`src/rtl/mem_copy_dma.sv`:
```
// Word-by-word memory copy engine: one read cycle then one write cycle per word.
// Optional MEM_COPY_FILL_EN adds a fill mode that writes a constant without reading.
module mem_copy_dma #(
    parameter int ADDR_W = 12,
    parameter int DATA_W = 16
) (
    input  logic              clk,
    input  logic              rst_n,
    input  logic              start,
    input  logic [ADDR_W-1:0] src_addr,
    input  logic [ADDR_W-1:0] dst_addr,
    input  logic [ADDR_W:0]   len,
`ifdef MEM_COPY_FILL_EN
    input  logic              fill,
    input  logic [DATA_W-1:0] fill_value,
`endif
    output logic              busy,
    output logic              done,
    output logic              mem_rd,
    output logic              mem_wr,
    output logic [ADDR_W-1:0] mem_addr,
    output logic [DATA_W-1:0] mem_wd,
    input  logic [DATA_W-1:0] mem_rdata,
    output logic [ADDR_W:0]   words_done
);

    typedef enum logic [1:0] {
        IDLE   = 2'd0,
        READ   = 2'd1,
        WRITE  = 2'd2,
        FINISH = 2'd3
    } state_t;

    localparam logic [ADDR_W:0] ONE = {{ADDR_W{1'b0}}, 1'b1};

    state_t            state, state_nxt;
    logic [ADDR_W-1:0] src_q;
    logic [ADDR_W-1:0] dst_q;
    logic [ADDR_W:0]   len_q;
    logic [ADDR_W:0]   words_done_q;
    logic [DATA_W-1:0] buf_q;
    logic [ADDR_W:0]   words_inc;
    logic              fill_q;
    logic [DATA_W-1:0] fill_val_q;

    assign words_inc = words_done_q + ONE;

    always_ff @(posedge clk or negedge rst_n) begin
        if (!rst_n) begin
            state        <= IDLE;
            src_q        <= '0;
            dst_q        <= '0;
            len_q        <= '0;
            words_done_q <= '0;
            buf_q        <= '0;
        end else begin
            state <= state_nxt;
            case (state)
                IDLE: begin
                    if (start) begin
                        src_q        <= src_addr;
                        dst_q        <= dst_addr;
                        len_q        <= len;
                        words_done_q <= '0;
                    end
                end
                READ:    buf_q        <= mem_rdata;
                WRITE:   words_done_q <= words_inc;
                default: ;
            endcase
        end
    end

`ifdef MEM_COPY_FILL_EN
    // Fill settings are captured with the rest of the transfer parameters.
    always_ff @(posedge clk or negedge rst_n) begin
        if (!rst_n) begin
            fill_q     <= 1'b0;
            fill_val_q <= '0;
        end else if (state == IDLE && start) begin
            fill_q     <= fill;
            fill_val_q <= fill_value;
        end
    end
`else
    assign fill_q     = 1'b0;
    assign fill_val_q = '0;
`endif

    always_comb begin
        state_nxt = state;
        mem_rd    = 1'b0;
        mem_wr    = 1'b0;
        mem_addr  = '0;
        mem_wd    = '0;
        case (state)
            IDLE: begin
                if (start) begin
                    if (len == '0)
                        state_nxt = FINISH;
`ifdef MEM_COPY_FILL_EN
                    else if (fill)
                        state_nxt = WRITE;
`endif
                    else
                        state_nxt = READ;
                end
            end
            READ: begin
                mem_rd    = 1'b1;
                mem_addr  = src_q + words_done_q[ADDR_W-1:0];
                state_nxt = WRITE;
            end
            WRITE: begin
                mem_wr   = 1'b1;
                mem_addr = dst_q + words_done_q[ADDR_W-1:0];
                mem_wd   = fill_q ? fill_val_q : buf_q;
                if (words_inc == len_q)
                    state_nxt = FINISH;
                else if (fill_q)
                    state_nxt = WRITE;
                else
                    state_nxt = READ;
            end
            FINISH:  state_nxt = IDLE;
            default: state_nxt = IDLE;
        endcase
    end

    assign busy       = (state != IDLE);
    assign done       = (state == FINISH);
    assign words_done = words_done_q;

endmodule

```
`config.mk`:
```
export PLATFORM = sky130hd
export DESIGN_NAME = mem_copy_dma
export DESIGN_NICKNAME = d
export VERILOG_FILES = /design/src/rtl/mem_copy_dma.sv
export SDC_FILE = /design/constraint.sdc
export NUM_CORES = 1
export LEC_CHECK = 0
export ABC_AREA = 1
export BUFFER_PORTS_ARGS = -buffer_cell sky130_fd_sc_hd__buf_2
export CAP_MARGIN = 20
export CORE_UTILIZATION = 58
export CTS_BUF_LIST = sky130_fd_sc_hd__clkbuf_16
export CTS_CLUSTER_SIZE = 30
export DETAILED_ROUTE_END_ITERATION = 10
export GPL_TIMING_DRIVEN = 0
export HOLD_SLACK_MARGIN = 0.15
export PLACE_DENSITY = 0.86
export SETUP_SLACK_MARGIN = 0.15
export SKIP_LAST_GASP = 1
export SYNTH_ARGS = -nofsm -noshare
export SYNTH_HDL_FRONTEND = slang
export SYNTH_SLANG_ARGS = --single-unit
export TNS_END_PERCENT = 1
```
`constraint.sdc`:
```
create_clock -name clk -period 4.25 [get_ports clk]
set_input_delay 0.85 -clock clk [delete_from_list [all_inputs] [get_ports clk]]
set_output_delay 0.85 -clock clk [all_outputs]
set_load 0.01 [all_outputs]
```
==> impl_metrics.yaml, run 1 <==
synth:
  synth-edff-count: 0
  async_reset_ff_share_pct: 100.0
  synth_nets: 573
  syn_area_mm2: 0.003930
  yosys_warnings: 0
  synth_top_area_share_pct: 43.30
  avgSynthCellArea_um2: 7.860
  synthTopCellsByArea: "dfrtp_1 (43%), nand2_1 (17%), mux2_2 (7.7%)"
  synthFlopType: "dfrtp_1"
  synth_seq_cells: 68
  yosysUniqueCellTypes: 30
  seq_area_frac_synth_pct: 43.30
  synth_top_cell_by_area: "dfrtp_1"
  yosysMostFrequentCell: "nand2_1"
  netlist_instances: 500
  synth_common_cells: "nand2_1 (177), dfrtp_1 (68), inv_1 (54), nor2_1 (28), mux2_2 (27)"
global_route:
  antenna_found_initial: 0
  gr-total-overflow: 0
  grt_start_max_net_pins: 69
  grt_util_all_layers_pct: 30.57
  grt_pass1_vias: 3774
  grt_pass1_wl_um: 16950
clock_tree:
  root_buffer: "clkbuf_16"
  htreeDepth: 3
  clkLatencyLatePin_ps: 330
  clock_sinks: 68
  hold_buffers: 0
  clkTransAtPathRegs_ps: 50
  cts-buffers-inserted: 9
  cts_tree: "built"
  clockBufferDepth: 2
finish:
  register_area_mm2: 0.001702
  nets: 684
  antennaDiodeCount: 0
  num-fill-cells: 475
  final_core_util_pct: 75.65
  multi_input_area_mm2: 0.001966
  fin_cells: 693
  drive_gt1_share_pct: 25.49
  syn_to_final_growth_pct: 24.32
min_path:
  hold_path_end: "buf_q[9]"
  holdPathStages: 2
  hp-start: "buf_q[9]"
  hp-class: "reg -> reg"
detailed_routing:
  drtAntennaViolNets: 0
  drc: 4
  vias: 3810
  wirelength_um: 10210
  wl_per_cell_um: 14.73
  avgViaCountPerCell: 5.498
  dr.pass1.iters: 10
  drtIter0Drc: 343
critical_path:
  path_common_cell: "nand2_1"
  cp_top_family: "buffers and inverters"
  reg2reg_depth: 6
  r2r_start: "state[1]"
  path_cells: "inv_1, ha_2, clkbuf_4, clkbuf_4, nand2_1, nand2_1, ha_1, a21oi_1, nand2_1, a21oi_2, o21bai_1, o21ai_0, a21oi_1, buf_2"
  slowest_delay_ps: 400
  arrival_ps: 3000
  worstSetupEndpointType: "primary output"
  ff2ff_setup_slack_ps: 2180
  critPathSlowestCell: "dfrtp_1"
  r2r-end: "src_q[10]"
  crit_path_max_fanout: 10
  startpoint_type: "flop"
  crit_buf_inv: 4
  required_ps: 3400
  path_class: "reg -> out"
power_and_ir_drop:
  leakage_nw: 2.657
  max-vdd-ir-drop_mv: 0.5227
  power_density_mw_per_mm2: 703.4
floorplan:
  initial_utilization_pct: 60.85
  dieArea_mm2: 0.007109
  fp.dieH_um: 84.32
  core_mm2: 0.006459
  rows: 29
  io_pins: 101
  die_w_um: 84.32
sta:
  tightest_slew_ps: 863.2
  rsz0062_at_grt: "false"
  drv_slew: 0
  setup_viol: 0
  timing.final.crit_share_pct: 90.49
  final_hold_viol_count: 0
  finalCriticalPeriod_ps: 3846
  slew_headroom_pct: 42.45
  tns_ps: 0
  whs_ps: 470.9
  finClkSkew_ps: 6.184
  max_freq_ghz: 0.2600
place:
  portBuffers: 100
  place_congestion: 0.9535
  hpwl_um: 7265
  dp.cells: 677
run_status:
  status: "complete, but fails checks"
  violations: "design-rule violations"
job:
  cap_violations: 0
-- per-layer routing --
metal  vias up  GRT usage, %  routed length [um]
li1       1840             -                   -
met3        35         4.818                 742
met5         -             0                   0
met1      1753         37.41                4254
met4         0         15.36                 346
met2       182         52.68                4864
-- registers in the layout, indices dropped and copies added (netlist names) --
register / cells
src_q: 12
dst_q: 12
buf_q: 16
state: 2
len_q: 13
words_done: 13
-- how the worst max path moves through the flow --
stage | start | endpoint | cells past startpoint
CTS | state[0] | mem_addr[8] | 15
global route | state[0] | mem_addr[9] | 14
floorplan | state[0] | mem_addr[9] | 12
finish | state[0] | mem_addr[9] | 14
detailed placement | state[0] | mem_addr[9] | 14
global placement | state[0] | mem_addr[9] | 14
-- power by group --
group          leakage (nW)  internal (W)  switching [W]  total [W]
clock network         0.161      0.000571       0.000287   0.000858
logic                  1.66      0.000586       0.000890    0.00148
registers             0.840      0.000921       0.000181    0.00110
-- cell type report --
type                    count  area share, %
multi-input cells         361          40.23
plain buffers              14          1.357
inverters                  57          4.379
clock inverters             7          2.330
flip-flops and latches     68          34.83
repair buffers            100          10.29
clock buffers               9          4.609
well taps                  77          1.972
-- cell usage in the layout, fill, tap and decap left out, drive strengths merged --
cell / n
buf: 103
dfrtp: 68
clkinvlp: 1
xor2: 3
o22ai: 10
a22oi: 1
nor2: 32
nand3: 25
nand2: 179
mux2: 27
a32oi: 1
xnor2: 3
o21ai: 26
nand4: 7
fa: 1
o21bai: 4
bufinv: 3
a21oi: 19
clkinv: 5
ha: 16
nand3b: 5
inv: 55
clkbuf: 20
nor4: 1
nor3: 1
-- what timing repair did --
item / 4_1_cts / 5_1_grt
setup endpoints to repair: 7 / 7
setup buffers: 0 / 0
resized for setup: 2 / 11
-- per-stage QoR --
step | setup WS (ps) | cell area (um^2) | power (W)
finish | 404.0 | 4886 | 0.003437
global route | 103.6 | 4886 | 0.003671
CTS | 198.2 | 4871 | 0.003421
detailed placement | 380.7 | 4529 | 0.002532
global placement | 416.1 | 4527 | 0.002467
floorplan | 930.7 | 3930 | 0.002058
-- cells by family (layout without fill, tap and decap cells) --
logic type,after synthesis,in the layout,share of synthesized area [%]
and+or+nand+nor,250,250,26.58
buffers and inverters,71,187,6.845
DFF,68,68,43.30
AOI/OAI and AO/OA,61,61,8.596
muxes,27,27,7.736
adders and majority gates,17,17,5.603
xor gates and xnor gates,6,6,1.337
-- worst reg2reg max path, delay by kind of cell (launching register included) --
kind          cells  cell delay, ps
buf+inv           3             830
flops             1             420
simple gates      1              90
fa+ha+maj         1             230
mux               1             400
No activity file was read; power rests on OpenSTA's default activity.
==> run 2: changes to the inputs <==
- CORE_UTILIZATION: 58 -> 53
- PLACE_DENSITY: 0.86 -> 0.8
- SKIP_LAST_GASP: 1 -> default
- clock period: 4.25 -> 4.2 ns (I/O delays scaled with it)
==> run 2 against run 1 <==
  * Register-to-register slack lost 50 ps
  * Routed wire length shrank 1.3%
  * Critical path depth grew 1
  * The flow now finishes without violations
  * Largest cell class unchanged
  * Largest power group unchanged
  * Worst hold slack lost 1.8 ps
  * Clock power grew 0.5%
  * Non-clock buffer count is the same
  * Combinational power is essentially flat
  * Via count shrank 2.7%
  * Global-route usage shrank 2.4 points
==> impl_metrics.yaml, run 2 (same netlist as run 1, synthesis figures left out) <==
critical_path:
  crit_start: "state[0]"
  crit_buf_inv: 6
  slowest_delay_ps: 390
  crit_path_max_fanout: 10
  path_common_cell: "inv_1"
  critPathSlowestCell: "dfrtp_1"
  arrival_ps: 2970
  cp_top_family: "buffers and inverters"
  r2r_start: "words_done[0]"
  startpoint_type: "flop"
  path_cells: "inv_1, ha_2, inv_1, buf_2, nand2_1, nand2_1, ha_1, inv_1, fa_1, inv_1, a21oi_1, o21bai_1, o21ai_0, a21oi_1, buf_2"
  required_ps: 3360
  worstSetupEndpointType: "primary output"
  path_class: "reg -> out"
sta:
  final_hold_viol_count: 0
  rsz0062_at_grt: "true"
  slew_headroom_pct: 41.94
  timing.final.crit_share_pct: 90.66
  finalCriticalPeriod_ps: 3808
  max_freq_ghz: 0.2626
  finClkSkew_ps: 5.367
  tightest_slew_ps: 870.9
  tns_ps: 0
  drv_slew: 0
  setup_viol: 0
  whs_ps: 469.1
floorplan:
  io_pins: 101
  initial_utilization_pct: 54.47
  rows: 31
  dieArea_mm2: 0.007763
  core_mm2: 0.007214
  fp.dieH_um: 88.11
  die_w_um: 88.11
finish:
  syn_to_final_growth_pct: 25.15
  antennaDiodeCount: 0
  fin_cells: 715
  layout_common_cells: "nand2_1 (176), buf_2 (102), dfrtp_1 (68)"
  final_core_util_pct: 68.18
  drive_gt1_share_pct: 25.81
  largest_reg_flops: 16
  layout_commonest_cell: "nand2_1"
  num-fill-cells: 621
  nets: 684
  largest-register: "buf_q"
detailed_routing:
  drc: 0
  wl_per_cell_um: 14.10
  wirelength_um: 10080
  drtAntennaViolNets: 0
  drtIter0Drc: 255
  vias: 3706
  dr.pass1.iters: 4
  avgViaCountPerCell: 5.183
clock_tree:
  hold_buffers: 0
  clkLatencyLatePin_ps: 320
  clkTransAtPathRegs_ps: 60
  cts_resized: 2
  root_buffer: "clkbuf_16"
  cts_tree: "built"
  post_cts_buffers: 0
  cts-buffers-inserted: 9
  clock_sinks: 68
  clockBufferDepth: 2
  htreeDepth: 3
min_path:
  hp-start: "buf_q[0]"
  hp-class: "reg -> reg"
job:
  cap_violations: 0
global_route:
  grt_pass1_wl_um: 16530
  gr-total-overflow: 0
  antenna_found_initial: 0
  grt_start_max_net_pins: 69
  grt_util_all_layers_pct: 28.13
  grt_pass1_vias: 3527
power_and_ir_drop:
  power_density_mw_per_mm2: 703.6
  leakage_nw: 2.650
  total_power_w: 0.003461
  max-vdd-ir-drop_mv: 0.4315
place:
  portBuffers: 100
  place_congestion: 0.8803
  hpwl_um: 7411
  dp.cells: 699
run_status:
  status: "finished, final reports clean"
-- run 2: cell count changes in the layout (fill, tap and decap cells not counted), sizes merged --
cell / change
buf: +1
clkbuf: -1
-- run 2: worst paths after layout --
| check | endpoint | cells after the start | slack, ps |
|---|---|---|---|
| setup / recovery | mem_addr[8] | 15 | 390 |
| hold / removal | buf_q[0] | 2 | 470 |
| setup reg to reg | state[1] | 13 | 2130 |
| hold reg to reg | buf_q[0] | 2 | 470 |
| max in group asynchronous | src_q[4] | 1 | 3000 |
| min in group asynchronous | words_done[3] | 1 | 640 |
-- run 2: area by class of cell --
class | instances | area (um^2) | area share (%)
plain buffers | 14 | 63.81 | 1.297
clock buffers | 9 | 225.2 | 4.579
clock inverters | 7 | 113.9 | 2.315
inverters | 57 | 214.0 | 4.350
multi-input cells | 361 | 1973 | 40.12
flip-flops and latches | 68 | 1702 | 34.60
well taps | 99 | 123.9 | 2.518
repair buffers | 100 | 503.0 | 10.23
-- run 2: power by group --
part / internal (W) / switching [W] / total [W]
Sequential: 0.000932 / 0.000179 / 0.00111
Clock: 0.000578 / 0.000285 / 0.000862
Combinational: 0.000597 / 0.000890 / 0.00149
Total: 0.00211 / 0.00135 / 0.00346
-- run 2: through the flow --
step           worst slack, ps  area [um^2]
6_report                 392.1         4918
5_1_grt                  119.7         4918
4_1_cts                  154.0         4898
3_5_place_dp             269.4         4557
3_3_place_gp             323.1         4554
2_1_floorplan            890.7         3930
-- run 2: worst register-to-register path: cells and delay by family, from the launching register on --
family / cells / cell delay, ps
adders and majority gates: 1 / 290
and+or+nand+nor: 11 / 980
AOI/OAI and AO/OA: 1 / 250
DFF: 1 / 480
-- run 2: routing by layer --
layer | global-route usage (%) | wire length [um] | up-vias
li1 | - | - | 1840
met1 | 35.70 | 4330 | 1719
met2 | 47.00 | 4896 | 130
met3 | 6.503 | 697 | 17
met4 | 10.56 | 153 | 0
met5 | 0 | 0 | -
==> run 3: changes to the inputs <==
- ABC_AREA: 1 -> default
- CORE_UTILIZATION: 53 -> 54
- HOLD_SLACK_MARGIN: 0.15 -> 0.06
==> run 3 against run 2 <==
  * Global-route usage shrank 0.70 points
  * Maximum frequency fell by 6.6%
  * First-iteration DRC count up 17%
  * Non-clock buffer count up 24
  * Cell count is 9.9% lower
==> impl_metrics.yaml, run 3 <==
run_status:
  status: "finished, final reports clean"
global_route:
  grt_util_all_layers_pct: 27.43
  gr-total-overflow: 0
  grt_start_max_net_pins: 69
  grt_pass1_wl_um: 17870
  antenna_found_initial: 0
  grt_pass1_vias: 3799
clock_tree:
  clockBufferDepth: 2
  cts-buffers-inserted: 9
  clock_sinks: 68
  cts_tree: "built"
  htreeDepth: 3
  clkTransAtPathRegs_ps: 60
  root_buffer: "clkbuf_16"
  hold_buffers: 0
  clkLatencyLatePin_ps: 330
critical_path:
  cp_top_family: "compound AO/OA/AOI/OAI gates"
  crit_path_max_fanout: 7
  worstSetupEndpointType: "primary output"
  path_class: "reg -> out"
  arrival_ps: 3240
  worst-path-stages: 15
  startpoint_type: "flop"
  reg2reg_depth: 8
  crit_buf_inv: 5
  slowest_delay_ps: 390
  path_cells: "inv_2, ha_4, buf_8, clkbuf_16, mux2_4, ha_4, inv_2, fa_2, nor2b_2, o21ai_2, a21boi_2, o41a_1, or3_4, o311ai_2, buf_2"
  ff2ff_setup_slack_ps: 1610
  critPathSlowestCell: "dfrtp_1"
  required_ps: 3360
floorplan:
  core_mm2: 0.007408
  io_pins: 101
  dieArea_mm2: 0.008194
  initial_utilization_pct: 57.12
  rows: 31
  fp.dieH_um: 90.52
  die_w_um: 90.52
sta:
  finClkSkew_ps: 9.417
  whs_ps: 497.6
  tightest_slew_ps: 867.8
  slew_headroom_pct: 42.15
  final_hold_viol_count: 0
  timing.final.crit_share_pct: 97.04
  max_freq_ghz: 0.2454
  drv_slew: 0
  finalCriticalPeriod_ps: 4076
  setup_viol: 0
  rsz0062_at_grt: "true"
power_and_ir_drop:
  leakage_nw: 2.512
  power_density_mw_per_mm2: 701.3
  max-vdd-ir-drop_mv: 0.4670
  total_power_w: 0.003777
finish:
  largest_reg_flops: 16
  largest-register: "buf_q"
  syn_to_final_growth_pct: 27.29
  nets: 614
  fin_area_mm2: 0.005386
  antennaDiodeCount: 0
  layout_commonest_cell: "buf_2"
  final_core_util_pct: 72.71
  fin_cells: 644
  layout_common_cells: "buf_2 (103), dfrtp_1 (68), mux2_2 (63)"
  drive_gt1_share_pct: 41.65
detailed_routing:
  route.top_layer_used: "met4"
  route.met2.wl_um: 5089
  drtAntennaViolNets: 0
  wirelength_um: 10690
  met3_length_um: 749
  drtIter0Drc: 298
  wl_met1_um: 4549
  drc: 0
  vias: 3749
  wl_per_cell_um: 16.61
  dr.pass1.iters: 5
  avgViaCountPerCell: 5.821
synth:
  synth_nets: 491
  yosysMostFrequentCell: "dfrtp_1"
  synth_seq_cells: 68
  syn_area_mm2: 0.004232
  async_reset_ff_share_pct: 100.0
  synth_top_area_share_pct: 40.21
  synth_top_cell_by_area: "dfrtp_1"
  synth_common_cells: "dfrtp_1 (68), mux2_2 (65), nor3_1 (28), a21oi_1 (26), nand2_1 (25)"
  netlist_instances: 418
  synthTopCellsByArea: "dfrtp_1 (40%), mux2_2 (17%), ha_1 (4.7%)"
  avgSynthCellArea_um2: 10.12
  yosys_warnings: 0
  synth-edff-count: 0
  synthFlopType: "dfrtp_1"
  seq_area_frac_synth_pct: 40.21
  yosysUniqueCellTypes: 55
min_path:
  hp-class: "reg -> reg"
  holdPathStages: 1
place:
  hpwl_um: 7478
  dp.cells: 616
  place_congestion: 0.8642
  placed_area_mm2: 0.004853
  portBuffers: 99
job:
  cap_violations: 0
==> run 3: cell count changes after synthesis, moves of 19 or more <==
| cell | change |
|---|---|
| nand2_1 | -152 |
| inv_1 | -45 |
| mux2_2 | +38 |
| nor3_1 | +27 |
| nand3_1 | -20 |
| and2_1 | +19 |
==> run 3: worst register-to-register path: stages, from the launching register on <==
cell	delay (ps)
dfrtp_1	360
inv_2	60
buf_4	120
buf_4	130
ha_1	290
nand2_1	110
clkbuf_1	430
buf_1	540
mux2_2	410
==> run 3: repair_timing <==
action | 4_1_cts | 5_1_grt
gates resized for setup | 29 | 7
setup buffers | 10 | 3
pin swaps | 7 | 6
endpoints found under the hold margin | 0 | 0
endpoints found under the setup margin | 9 | 4
==> run 3: path summary, 6_finish.rpt <==
check | endpoint | from
min in group asynchronous | words_done[9] | rst_n
hold / removal | buf_q[15] | buf_q[15]
hold reg to reg | buf_q[15] | buf_q[15]
setup / recovery | mem_addr[10] | state[0]
max in group asynchronous | words_done[2] | rst_n
setup reg to reg | src_q[7] | state[0]
==> run 3: power breakdown <==
group | internal (W) | switching, W | leakage [nW]
clock network | 0.000452 | 0.000278 | 0.146
logic | 0.000959 | 0.000952 | 1.54
registers | 0.000939 | 0.000197 | 0.828
==> run 3: logic make-up (layout without fill, tap and decap cells) <==
kind of cell / count (synthesis) / count (layout) / share of synthesized area [%]
simple gates: 128 / 128 / 16.56
compound gates: 81 / 81 / 12.01
mux: 68 / 68 / 18.01
flops: 68 / 68 / 40.21
buf+inv: 36 / 163 / 3.873
xor+xnor: 20 / 20 / 4.139
fa+ha+maj: 17 / 17 / 5.204
==> run 3: layer usage <==
metal  GRT usage, %  vias to the layer above
li1               -                     1757
met1          34.74                     1799
met2          44.44                      164
met3          6.481                       29
met4          12.50                        0
met5              0                        -
==> run 3: area by class of cell <==
cell class | count | area, um^2
clock inverter | 6 | 57.56
sequential | 68 | 1702
tap | 99 | 123.9
multi-input combinational | 314 | 2479
fill | 519 | 2022
buffer | 26 | 166.4
inverter | 10 | 37.54
clock buffer | 9 | 225.2
timing repair buffer | 112 | 595.6
==> run 3: per-stage QoR <==
step           TNS [ps]  worst slack (ps)
2_1_floorplan         0             171.8
3_3_place_gp     -867.0            -296.9
3_5_place_dp      -1346            -466.2
4_1_cts               0             108.1
5_1_grt               0             17.73
6_report              0             124.3
